--- src/rtl/dds_freq_meter.sv ---
// Frequency meter for a signed periodic sample stream. It counts samples across NPER rising
// zero crossings, then divides NPER*2^32 by that count to recover the DDS frequency word.
module dds_freq_meter #(
  parameter int DW        = 8,
  parameter int HYST      = 8,
  parameter int LOG2_NPER = 4,
  parameter int TMO       = 2**24
) (
  input  logic                 clk,
  input  logic                 rst_n,
  input  logic                 en,
  input  logic                 din_valid,
  input  logic signed [DW-1:0] din,
  output logic        [31:0]   fword_est,
  output logic        [31:0]   sample_cnt,
  output logic signed [DW-1:0] amp_peak,
  output logic                 meas_valid,
  output logic                 timeout
);

  localparam int NPER = 2**LOG2_NPER;
  localparam logic signed [DW-1:0] NEG_HYST = DW'(-HYST);
  localparam logic [LOG2_NPER-1:0] PER_LAST = LOG2_NPER'(NPER - 1);
  localparam logic [31:0]          S_LAST   = 32'(TMO - 1);
  // Numerator is NPER*2^32; its bits above 31 form the starting remainder.
  localparam logic [31:0]          REM_INIT = 32'(NPER);

  typedef enum logic [2:0] {IDLE, COUNT, DIV_LOAD, DIV, DONE} state_t;

  state_t                 state;
  logic                   armed;
  logic                   rise;
  logic                   arm_hit;
  logic [31:0]            s_cnt;
  logic [LOG2_NPER-1:0]   per_cnt;
  logic [4:0]             bit_cnt;
  logic signed [DW-1:0]   peak;
  logic [31:0]            rem;
  logic [31:0]            quo;
  logic [32:0]            div_res;

  // One restoring-division step: returns {quotient bit, next remainder}.
  function automatic logic [32:0] div_step(input logic [31:0] r, input logic [31:0] dvs);
    logic [32:0] sh;
    sh = {r, 1'b0};
    if (sh >= {1'b0, dvs})
      div_step = {1'b1, 32'(sh - {1'b0, dvs})};
    else
      div_step = {1'b0, sh[31:0]};
  endfunction

  function automatic logic signed [DW-1:0] smax(input logic signed [DW-1:0] a,
                                                input logic signed [DW-1:0] b);
    smax = (a > b) ? a : b;
  endfunction

  assign arm_hit = din_valid && (din <= NEG_HYST);
  assign rise    = din_valid && armed && !din[DW-1];
  assign div_res = div_step(rem, s_cnt);

  // Crossing detector: keeps tracking even while the divider runs.
  always_ff @(posedge clk or negedge rst_n) begin
    if (!rst_n) begin
      armed <= 1'b0;
    end else if (!en) begin
      armed <= 1'b0;
    end else if (arm_hit) begin
      armed <= 1'b1;
    end else if (rise) begin
      armed <= 1'b0;
    end
  end

  always_ff @(posedge clk or negedge rst_n) begin
    if (!rst_n) begin
      state      <= IDLE;
      s_cnt      <= '0;
      per_cnt    <= '0;
      bit_cnt    <= '0;
      fword_est  <= '0;
      sample_cnt <= '0;
      amp_peak   <= '0;
      meas_valid <= 1'b0;
      timeout    <= 1'b0;
    end else begin
      meas_valid <= 1'b0;
      timeout    <= 1'b0;
      if (!en) begin
        state   <= IDLE;
        s_cnt   <= '0;
        per_cnt <= '0;
      end else begin
        case (state)
          IDLE: begin
            if (rise) begin
              state   <= COUNT;
              s_cnt   <= '0;
              per_cnt <= '0;
            end
          end
          COUNT: begin
            if (din_valid) begin
              s_cnt <= s_cnt + 32'd1;
              if (rise && per_cnt == PER_LAST) begin
                state <= DIV_LOAD;
              end else begin
                if (rise) per_cnt <= per_cnt + 1'b1;
                if (s_cnt == S_LAST) begin
                  timeout <= 1'b1;
                  state   <= IDLE;
                end
              end
            end
          end
          DIV_LOAD: begin
            bit_cnt <= '0;
            state   <= DIV;
          end
          DIV: begin
            bit_cnt <= bit_cnt + 5'd1;
            if (bit_cnt == 5'd31) state <= DONE;
          end
          DONE: begin
            fword_est  <= quo;
            sample_cnt <= s_cnt;
            amp_peak   <= peak;
            meas_valid <= 1'b1;
            state      <= IDLE;
          end
          default: state <= IDLE;
        endcase
      end
    end
  end

  // Window peak and divider registers carry data only and need no reset.
  always_ff @(posedge clk) begin
    if (en && state == IDLE && rise)
      peak <= din;
    else if (en && state == COUNT && din_valid)
      peak <= smax(peak, din);

    if (state == DIV_LOAD) begin
      rem <= REM_INIT;
      quo <= '0;
    end else if (state == DIV) begin
      rem <= div_res[31:0];
      quo <= {quo[30:0], div_res[32]};
    end
  end

endmodule

--- config.mk ---
export PLATFORM = sky130hd
export DESIGN_NAME = dds_freq_meter
export DESIGN_NICKNAME = d
export VERILOG_FILES = /design/src/rtl/dds_freq_meter.sv
export SDC_FILE = /design/constraint.sdc
export NUM_CORES = 1
export LEC_CHECK = 0
export BUFFER_PORTS_ARGS = -buffer_cell sky130_fd_sc_hd__buf_2
export CAP_MARGIN = 20
export CORE_MARGIN = 2
export CORE_UTILIZATION = 65
export CTS_CLUSTER_SIZE = 12
export DETAILED_ROUTE_END_ITERATION = 8
export PLACE_DENSITY = 0.86
export SLEW_MARGIN = 30
export SYNTH_ARGS = -nofsm -noshare
export SYNTH_HDL_FRONTEND = slang
export SYNTH_SLANG_ARGS = --single-unit
--- constraint.sdc ---
create_clock -name clk -period 8.1 [get_ports clk]
set_input_delay 1.215 -clock clk [delete_from_list [all_inputs] [get_ports clk]]
set_output_delay 1.215 -clock clk [all_outputs]
set_load 0.01 [all_outputs]
=== After elaboration in Yosys (flattened, before gate mapping) ===
Cells that the tools add are included.

* Register bits: 191
* Input bits: 12
* Output and inout bits: 74

* Add/sub/neg operators: 4
* $lt $le $gt $ge: 3
* Equal/unequal tests: 16
* Mux-type cells: 32
* Reduce and logical (&&, ||, !) cells: 18

{| class="wikitable"
|+ Operators with widths
! cell !! count
|-
| 32-bit 2-to-1 mux || 3
|-
| 32-bit one-hot mux with 2 select lines || 1
|-
| 33-bit by 32-bit greater-or-equal comparator with 1-bit output || 1
|-
| 33-bit 2-to-1 mux || 1
|-
| 32-bit by 1-bit adder with 32-bit output, second input constant || 1
|-
| 32-bit by 24-bit equality test with 1-bit output, second input constant || 1
|-
| 32-bit subtractor || 1
|-
| 8-bit 2-to-1 mux || 3
|-
| 4-bit 2-to-1 mux || 5
|-
| 3-bit 2-to-1 mux || 6
|-
| 3-bit inequality test, second input constant || 5
|-
| 3-bit one-hot mux with 4 select lines || 1
|-
| 1-bit 2-to-1 mux || 10
|-
| 5-bit one-hot mux with 2 select lines || 1
|-
| 8-bit > comparator || 1
|-
| 8-bit by 4-bit <= comparator with 1-bit output, second input constant || 1
|-
| 1-bit logical AND || 8
|-
| 4-bit one-hot mux with 2 select lines || 1
|-
| 3-bit by 2-bit equality test with 1-bit output, second input constant || 2
|-
| 3-bit by 1-bit inequality test with 1-bit output, second input constant || 2
|-
| 2-bit AND reduction || 3
|-
| 5-bit by 1-bit adder with 5-bit output, second input constant || 1
|-
| 5-bit equality test, second input constant || 1
|-
| 5-bit AND reduction || 1
|-
| 11 further kinds || 12
|}

=== Logic depth before layout (Yosys ltp) ===
Gate-level depths: netlist of the first run.

* Depth in word-level cells: 7
* Depth in mapped cells: 14
* Gate-level depth less buffers: 11

=== Least setup slack after synthesis of the first run ===
Ideal clock, no wire load.

* Path kind: input to register
* Start: input din[1]
* End: register peak[0], enable pin
* Setup time: 313 ps
* Data arrival time: 2,922 ps
* Path slack: 4,865 ps
* Cell stages on the path: 11
* Cell sequence: inv_1 ha_1 nor2b_1 o21a_1 o21a_1 o21a_1 o21a_1 o21ai_0 a21oi_1 a211oi_1 o21ba_2

* Cells in the longest elaborated chain, start to end: 3

{| class="wikitable"
|+ Ends and longest elaborated chain
! item !! RTL line !! RTL
|-
| from (decl) || 13 || <nowiki>input logic signed [DW-1:0] din,</nowiki>
|-
| 8-bit > comparator || 54 || <nowiki>smax = (a > b) ? a : b;</nowiki>
|-
| 2-bit inequality test (no line) || -- ||
|-
| 2-bit AND reduction (no line) || -- ||
|-
| to (signal assigned) || 139 || <nowiki>peak <= din;</nowiki>
|-
| to (signal assigned) || 141 || <nowiki>peak <= smax(peak, din);</nowiki>
|-
| to (decl) || 37 || <nowiki>logic signed [DW-1:0] peak;</nowiki>
|}

No other way between the ends.
A chain may end at the register's enable or synchronous reset.

=== Worst setup path after layout of the first run ===
* Start: register s_cnt[23]
* End: register rem[28]

* Cells in the longest elaborated chain, start to end: 2
* Elaborated cells between the ends (all ways): 3
* Classes of those cells: 1 x add/sub; 1 x order compare; 1 x mux

{| class="wikitable"
|+ Ends and longest elaborated chain
! item !! RTL line !! RTL
|-
| from (decl) || 34 || <nowiki>logic [31:0] s_cnt;</nowiki>
|-
| from (signal assigned) || 103 || <nowiki>s_cnt <= s_cnt + 32'd1;</nowiki>
|-
| 32-bit subtractor / 33-bit by 32-bit greater-or-equal comparator with 1-bit output (equally long branches) || 47, 46 ||
|-
| 33-bit 2-to-1 mux * || 46 || <nowiki>if (sh >= {1'b0, dvs})</nowiki>
|-
| to (signal assigned) || 147 || <nowiki>rem <= div_res[31:0];</nowiki>
|-
| to (decl) || 38 || <nowiki>logic [31:0] rem;</nowiki>
|}

Mark *: on every way between the ends. The rest lies on a longest branch, timed or not.

==> results of run 1 <==
-- registers in the layout, summed over array words and instances, names as in the netlist, 3 cells and up --
name        cells
sample_cnt     32
bit_cnt         5
fword_est      32
amp_peak        8
peak            8
s_cnt          32
rem            32
state           3
per_cnt         4
quo            32
-- cell type report --
| type | count | share of cell area |
|---|---|---|
| clock inverter | 14 | 0.0128 |
| inverter | 50 | 0.0173 |
| clock buffer | 18 | 0.0395 |
| tap | 184 | 0.0212 |
| multi-input combinational | 759 | 0.449 |
| sequential | 191 | 0.414 |
| timing repair buffer | 94 | 0.0460 |
-- per-stage QoR --
step                hold slack, ns  cells  power [µW]
finish                       0.443   1310        1810
global route                 0.477   1310        1860
CTS                          0.443   1310        1820
detailed placement           0.433   1278        1020
global placement             0.425   1278        1020
floorplan                    0.410   1055         997
-- critical path, cell delays in order, from the launching register on --
cell       delay [ns]
dfrtp_1          0.45
inv_1            0.12
ha_1             0.40
nand2_1          0.17
nor4_1           0.49
nand2_1          0.09
o31a_1           0.29
o2111ai_1        0.10
nand2_1          0.43
buf_4            0.41
nand2_1          0.10
o21ai_1          0.06
a221o_1          0.32
-- synthesized netlist by cell type (5+ instances only) --
library cell / count / share of area
clkbuf_1: 38 / 0.015
nand2_1: 156 / 0.060
nand2b_1: 10 / 0.0064
buf_2: 6 / 0.0031
o21ai_0: 79 / 0.040
dfrtp_1: 119 / 0.30
inv_1: 49 / 0.019
nand4_1: 16 / 0.010
o21a_1: 8 / 0.0062
xor2_1: 14 / 0.013
mux2_2: 72 / 0.083
buf_1: 10 / 0.0038
edfxtp_1: 8 / 0.025
dfxtp_1: 64 / 0.13
a32oi_1: 10 / 0.0090
a21o_1: 12 / 0.0092
nor4_1: 7 / 0.0045
nor2_1: 64 / 0.025
nand3_1: 55 / 0.028
o31ai_1: 5 / 0.0038
nor3_1: 11 / 0.0056
o211ai_1: 6 / 0.0046
a31oi_1: 11 / 0.0070
o21ai_1: 11 / 0.0056
ha_1: 44 / 0.056
and3_1: 15 / 0.0096
a21oi_1: 65 / 0.033
xnor2_1: 21 / 0.019
-- logic make-up (layout without fill, tap and decap cells) --
group                      count (synthesis)  count (layout)  synth area share
adders and majority gates                 45              45            0.0584
DFF                                      191             191             0.461
and+or+nand+nor                          365             365             0.175
muxes                                     75              75            0.0861
buffers and inverters                    105             176            0.0415
xor gates and xnor gates                  35              35            0.0314
AOI/OAI and AO/OA                        239             239             0.147
-- per-layer routing --
metal / global-route usage / up-vias / part of all wire
li1: - / 3845 / -
met1: 0.403 / 3852 / 0.43
met2: 0.464 / 345 / 0.46
met3: 0.0523 / 77 / 0.069
met4: 0.137 / 0 / 0.042
met5: 0 / - / 0
-- report_power, final --
part,internal [µW],switching (µW),leakage [µW],total [µW]
registers,955,1.07,0.00225,956
logic,10.8,34.2,0.00279,45.0
clock network,409,405,0.000278,814
-- worst paths after layout --
kind	start	end	slack (ns)
max	s_cnt[23]$_DFFE_PN0P_	rem[28]$_SDFFE_PN0P_	4.57
min	quo[31]$_SDFFE_PN0P_	quo[31]$_SDFFE_PN0P_	0.44
max reg2reg	s_cnt[23]$_DFFE_PN0P_	rem[28]$_SDFFE_PN0P_	4.57
min reg2reg	quo[31]$_SDFFE_PN0P_	quo[31]$_SDFFE_PN0P_	0.44
max in group asynchronous	rst_n	sample_cnt[28]$_DFFE_PN0P_	6.27
min in group asynchronous	rst_n	sample_cnt[6]$_DFFE_PN0P_	0.74
==> summary.md, run 1 <==
| Metric | Value |
|---|---|
| CTS buffer count | 17 |
| Worst Setup End Kind | register |
| Vias in the first global route | 7724 |
| DRT Pass-1 Iters | 6 |
| FFs w/ async S/R, synth | 0.623 |
| N_diodes | 0 |
| Storage element area | 0.00450 mm² |
| Num rows | 44 |
| Post-CTS Hold Buffers | 0 |
| Hold Vio Cnt, Final | 0 |
| Worst Skew | 0.00994 ns |
| # nets final | 1170 |
| Root Buffer | clkbuf_16 |
| Largest net degree at the start of global routing | 80 |
| Final Cycle Share | 0.436 |
| Post-layout util | 0.744 |
| Area used by multi-input combinational logic | 0.00487 mm² |
| PnR worst setup slack | 4.57 ns |
| Unrepaired setup endpoints after global routing | no |
| Most common cell after layout, fill and taps aside | nand2_1 |
| Layout cells sized above 1 | 0.187 |
| #FFs+latches synth | 191 |
| Leak | 0.00532 µW |
| Vias | 8119 |
| Max cap viols | 0 |
| Crit path DAT | 3.86 ns |
| Area Growth Syn to Fin | 11.2% |
| Post-CTS Setup Bufs | 0 |
| Hold-critical path depth | 2 |
| Core Box Area | 0.0146 mm² |
| Resized cells post-CTS | 0 |
| Avg Cell Area, Syn | 9.26 µm² |
| H-tree Lvls | 4 |
| Mapped Cells | 1055 |
| Die Ht | 127 µm |
| R2R depth | 12 |
| Cell area after layout | 0.0109 mm² |
| Worst-skew pair later-pin latency | 0.44 ns |
| Rel. slew slack | 0.388 |
| Min Tclk post-route | 3.53 ns |
| Die W | 127 µm |
| DRC | 0 |
| Total grt overflow | 0 |
| Max Fclk | 283 MHz |
| CTS tree | built |
| Cell area after synthesis | 0.00976 mm² |
| # fillers | 1007 |
| Routed WL per cell | 17.7 µm |
| Routability cong. | 1.00 |
| Most frequent cells in the layout | nand2_1 (156), dfrtp_1 (119), buf_2 (84) |
| Detailed Place HPWL | 15.8 mm |
| Worst Tran Pin Value | 0.915 ns |
| Placement Setup Slack | 4.51 ns |
| Initial antenna violation count | 0 |
| CP startpoint kind | register |
| First-pass GRT wire length | 38.3 mm |
| Seq/Total Area, Yosys | 0.461 |
| CTS Buffer Depth | 2 |
| DP Area | 0.0103 mm² |
| Fin. max-slew vios | 0 |
| Detailed Route WL | 23.2 mm |
| Hold Path Class | reg -> reg |
| Syn Nets | 1112 |
| Vias/cell | 6.20 |
| Crit Path Max Fanout | 29 |
| Reg clk slew, reported paths | 0.08 ns |
| EDFF count, synth | 8 |
| GRT Total Usage | 0.296 |
| Crit path kind | reg -> reg |
| Total Neg Setup Slack | 0 ns |
| Die area | 0.0160 mm² |
| VDD IR max | 0.000154 V |
| Ports | 86 |
| Outcome | complete, no violations |
| Clock sink count | 191 |
| PD cells | 167 mW/mm² |
| Starting density of the core | 0.669 |
| Worst EP required | 8.43 ns |
| Final setup viols | 0 |
| Distinct cell type count after synthesis | 67 |
| Top_reg_cell synth | dfrtp_1 |
| Antenna Nets Post-Route | 0 |
| Yosys warning count | 0 |
| Drt initial violations | 764 |
| Port Buffers | 85 |
Note: power is estimated with default switching activity, not from simulation.
==> run 2, diff against run 1 <==
--- a/config.mk
+++ b/config.mk
@@ -8,10 +8,10 @@
 export BUFFER_PORTS_ARGS = -buffer_cell sky130_fd_sc_hd__buf_2
 export CAP_MARGIN = 20
 export CORE_MARGIN = 2
-export CORE_UTILIZATION = 65
+export CORE_UTILIZATION = 54
 export CTS_CLUSTER_SIZE = 12
 export DETAILED_ROUTE_END_ITERATION = 8
-export PLACE_DENSITY = 0.86
+export PLACE_DENSITY = 0.76
 export SLEW_MARGIN = 30
 export SYNTH_ARGS = -nofsm -noshare
 export SYNTH_HDL_FRONTEND = slang
==> constraint.sdc (replaced) <==
create_clock -name clk -period 3.1 [get_ports clk]
set_input_delay 0.465 -clock clk [delete_from_list [all_inputs] [get_ports clk]]
set_output_delay 0.465 -clock clk [all_outputs]
set_load 0.01 [all_outputs]
==> summary.md, run 2 (synthesis gave the netlist of run 1 again) <==
| Metric | Value |
|---|---|
| WL met1 | 10.4 mm |
| Leak | 0.00540 µW |
| Vias | 8012 |
| Hold Path Class | in -> async |
| Antenna Nets Post-Route | 0 |
| Core Box Area | 0.0178 mm² |
| Num rows | 49 |
| CTS Buffer Depth | 2 |
| Total Neg Setup Slack | 0 ns |
| Crit path DAT | 3.18 ns |
| CTS buffer count | 17 |
| Detailed Route WL | 22.9 mm |
| # nets final | 1181 |
| Detailed Place HPWL | 15.8 mm |
| VDD IR max | 0.000417 V |
| H-tree Lvls | 4 |
| Initial antenna violation count | 0 |
| Hold Vio Cnt, Final | 0 |
| Largest net degree at the start of global routing | 61 |
| Drt initial violations | 605 |
| Starting density of the core | 0.547 |
| Rel. slew slack | 0.490 |
| CTS tree | built |
| DRT Pass-1 Iters | 5 |
| Largest delay share family, worst path | compound AO/OA/AOI/OAI gates |
| Fin. max-slew vios | 0 |
| Final setup viols | 0 |
| Worst EP required | 3.44 ns |
| Crit-path most repeated cell | a21oi_1 |
| Worst hold slack | 0.0968 ns |
| PD cells | 438 mW/mm² |
| Routability cong. | 0.970 |
| Min Tclk post-route | 2.84 ns |
| Port Buffers | 85 |
| Largest stage delay on the critical path | 0.42 ns |
| CP startpoint kind | register |
| DRC | 0 |
| N_diodes | 0 |
| Vias/cell | 5.87 |
| Critical Path Slowest Stage Cell | dfrtp_1 |
| Total grt overflow | 0 |
| Worst Setup End Kind | register |
| Ports | 86 |
| Root Buffer | clkbuf_16 |
| Highest routed layer | met4 |
| Most frequent cells in the layout | nand2_1 (156), dfrtp_1 (119), buf_2 (84) |
| Area Growth Syn to Fin | 13.5% |
| Die area | 0.0192 mm² |
| Die W | 138 µm |
| Reg clk slew, reported paths | 0.08 ns |
| Die Ht | 138 µm |
| Met2 wire length | 10.7 mm |
| Vias in the first global route | 7750 |
| Routed WL per cell | 16.8 µm |
| Layout cells sized above 1 | 0.198 |
| Most common cell after layout, fill and taps aside | nand2_1 |
| Max Fclk | 352 MHz |
| Outcome | complete, no violations |
| Worst-skew pair later-pin latency | 0.45 ns |
| DR WL met3 | 1.27 mm |
| Crit-path cells | inv_1 -> ha_1 -> a21o_1 -> a21oi_1 -> a21oi_1 -> o211ai_1 -> o2111ai_1 -> nand2_1 -> buf_4 -> o21ai_1 -> a221o_1 |
| GRT Total Usage | 0.246 |
| Final Cycle Share | 0.918 |
| Crit path kind | reg -> reg |
| Clock sink count | 191 |
| Worst Skew | 0.0105 ns |
| Crit Path Max Fanout | 10 |
| Unrepaired setup endpoints after global routing | no |
| Max cap viols | 0 |
| Worst Tran Pin Value | 0.765 ns |
| CP bufs+invs | 2 |
| Post-CTS Hold Buffers | 0 |
| First-pass GRT wire length | 38.8 mm |
## run 2: cell count changes in the layout (fill, tap and decap cells not counted)
cell / change
buf_12: +3
buf_4: +9
buf_6: -1
clkbuf_1: -1
clkinv_4: +2
clkinv_8: +2
clkinvlp_4: -1
inv_12: +2
inv_4: -2
inv_6: -3
inv_8: +1
nor4_1: -2
nor4_2: +2
## run 2: cell type report
type                       count  area [µm²]
inverter                      50         188
timing repair buffer         105         616
clock buffer                  17         425
tap                          229         287
clock inverter                15         186
sequential                   191        4500
fill                        1465        6760
multi-input combinational    759        4880
## run 2: path summary, 6_finish.rpt
kind,start,slack [ns],end,cells past startpoint
setup / recovery,s_cnt[3]$_DFFE_PN0P_,0.26,rem[28]$_SDFFE_PN0P_,11
hold / removal,rst_n,0.1,sample_cnt[5]$_DFFE_PN0P_,1
setup reg to reg,s_cnt[3]$_DFFE_PN0P_,0.26,rem[28]$_SDFFE_PN0P_,11
hold reg to reg,quo[1]$_SDFFE_PN0P_,0.46,quo[1]$_SDFFE_PN0P_,2
max in group asynchronous,rst_n,2.20,s_cnt[27]$_DFFE_PN0P_,2
min in group clk,din[5],0.22,peak[5]$_DFFE_PP_,1
## run 2: power breakdown
| group | internal, µW | switching [µW] |
|---|---|---|
| Sequential | 2490 | 4.91 |
| Combinational | 32.8 | 91.5 |
| Clock | 1100 | 1130 |
## run 2: worst reg2reg max path: cells and delay by family (launching register included)
family	cells	cell delay, ns
AOI/OAI and AO/OA	7	1.49
DFF	1	0.42
adders and majority gates	1	0.37
buffers and inverters	2	0.26
and+or+nand+nor	1	0.20
## run 2: layer usage
layer  global-route usage  vias up
met5                    0        -
met4               0.0892        0
met3               0.0443       42
met2                0.390      257
met1                0.342     3824
li1                     -     3889
## run 2: timing repair
| action | 4_1_cts | 5_1_grt |
|---|---|---|
| endpoints found under the setup margin | 0 | 8 |
| resized for setup | 0 | 2 |
| setup buffers | 0 | 0 |
| hold endpoints to repair | 0 | 0 |
## run 2: metrics by stage
stage          instances  cell area (µm²)   util  total power [µW]  setup WS [ns]
3_3_place_gp        1334            10500  0.586              2680          0.257
2_1_floorplan       1055             9760      -              2610          0.388
4_1_cts             1366            11100  0.621              4890          0.281
6_report            1366            11100  0.621              4860          0.255
5_1_grt             1366            11100  0.621              5020        0.00373
3_5_place_dp        1334            10500  0.586              2680          0.250
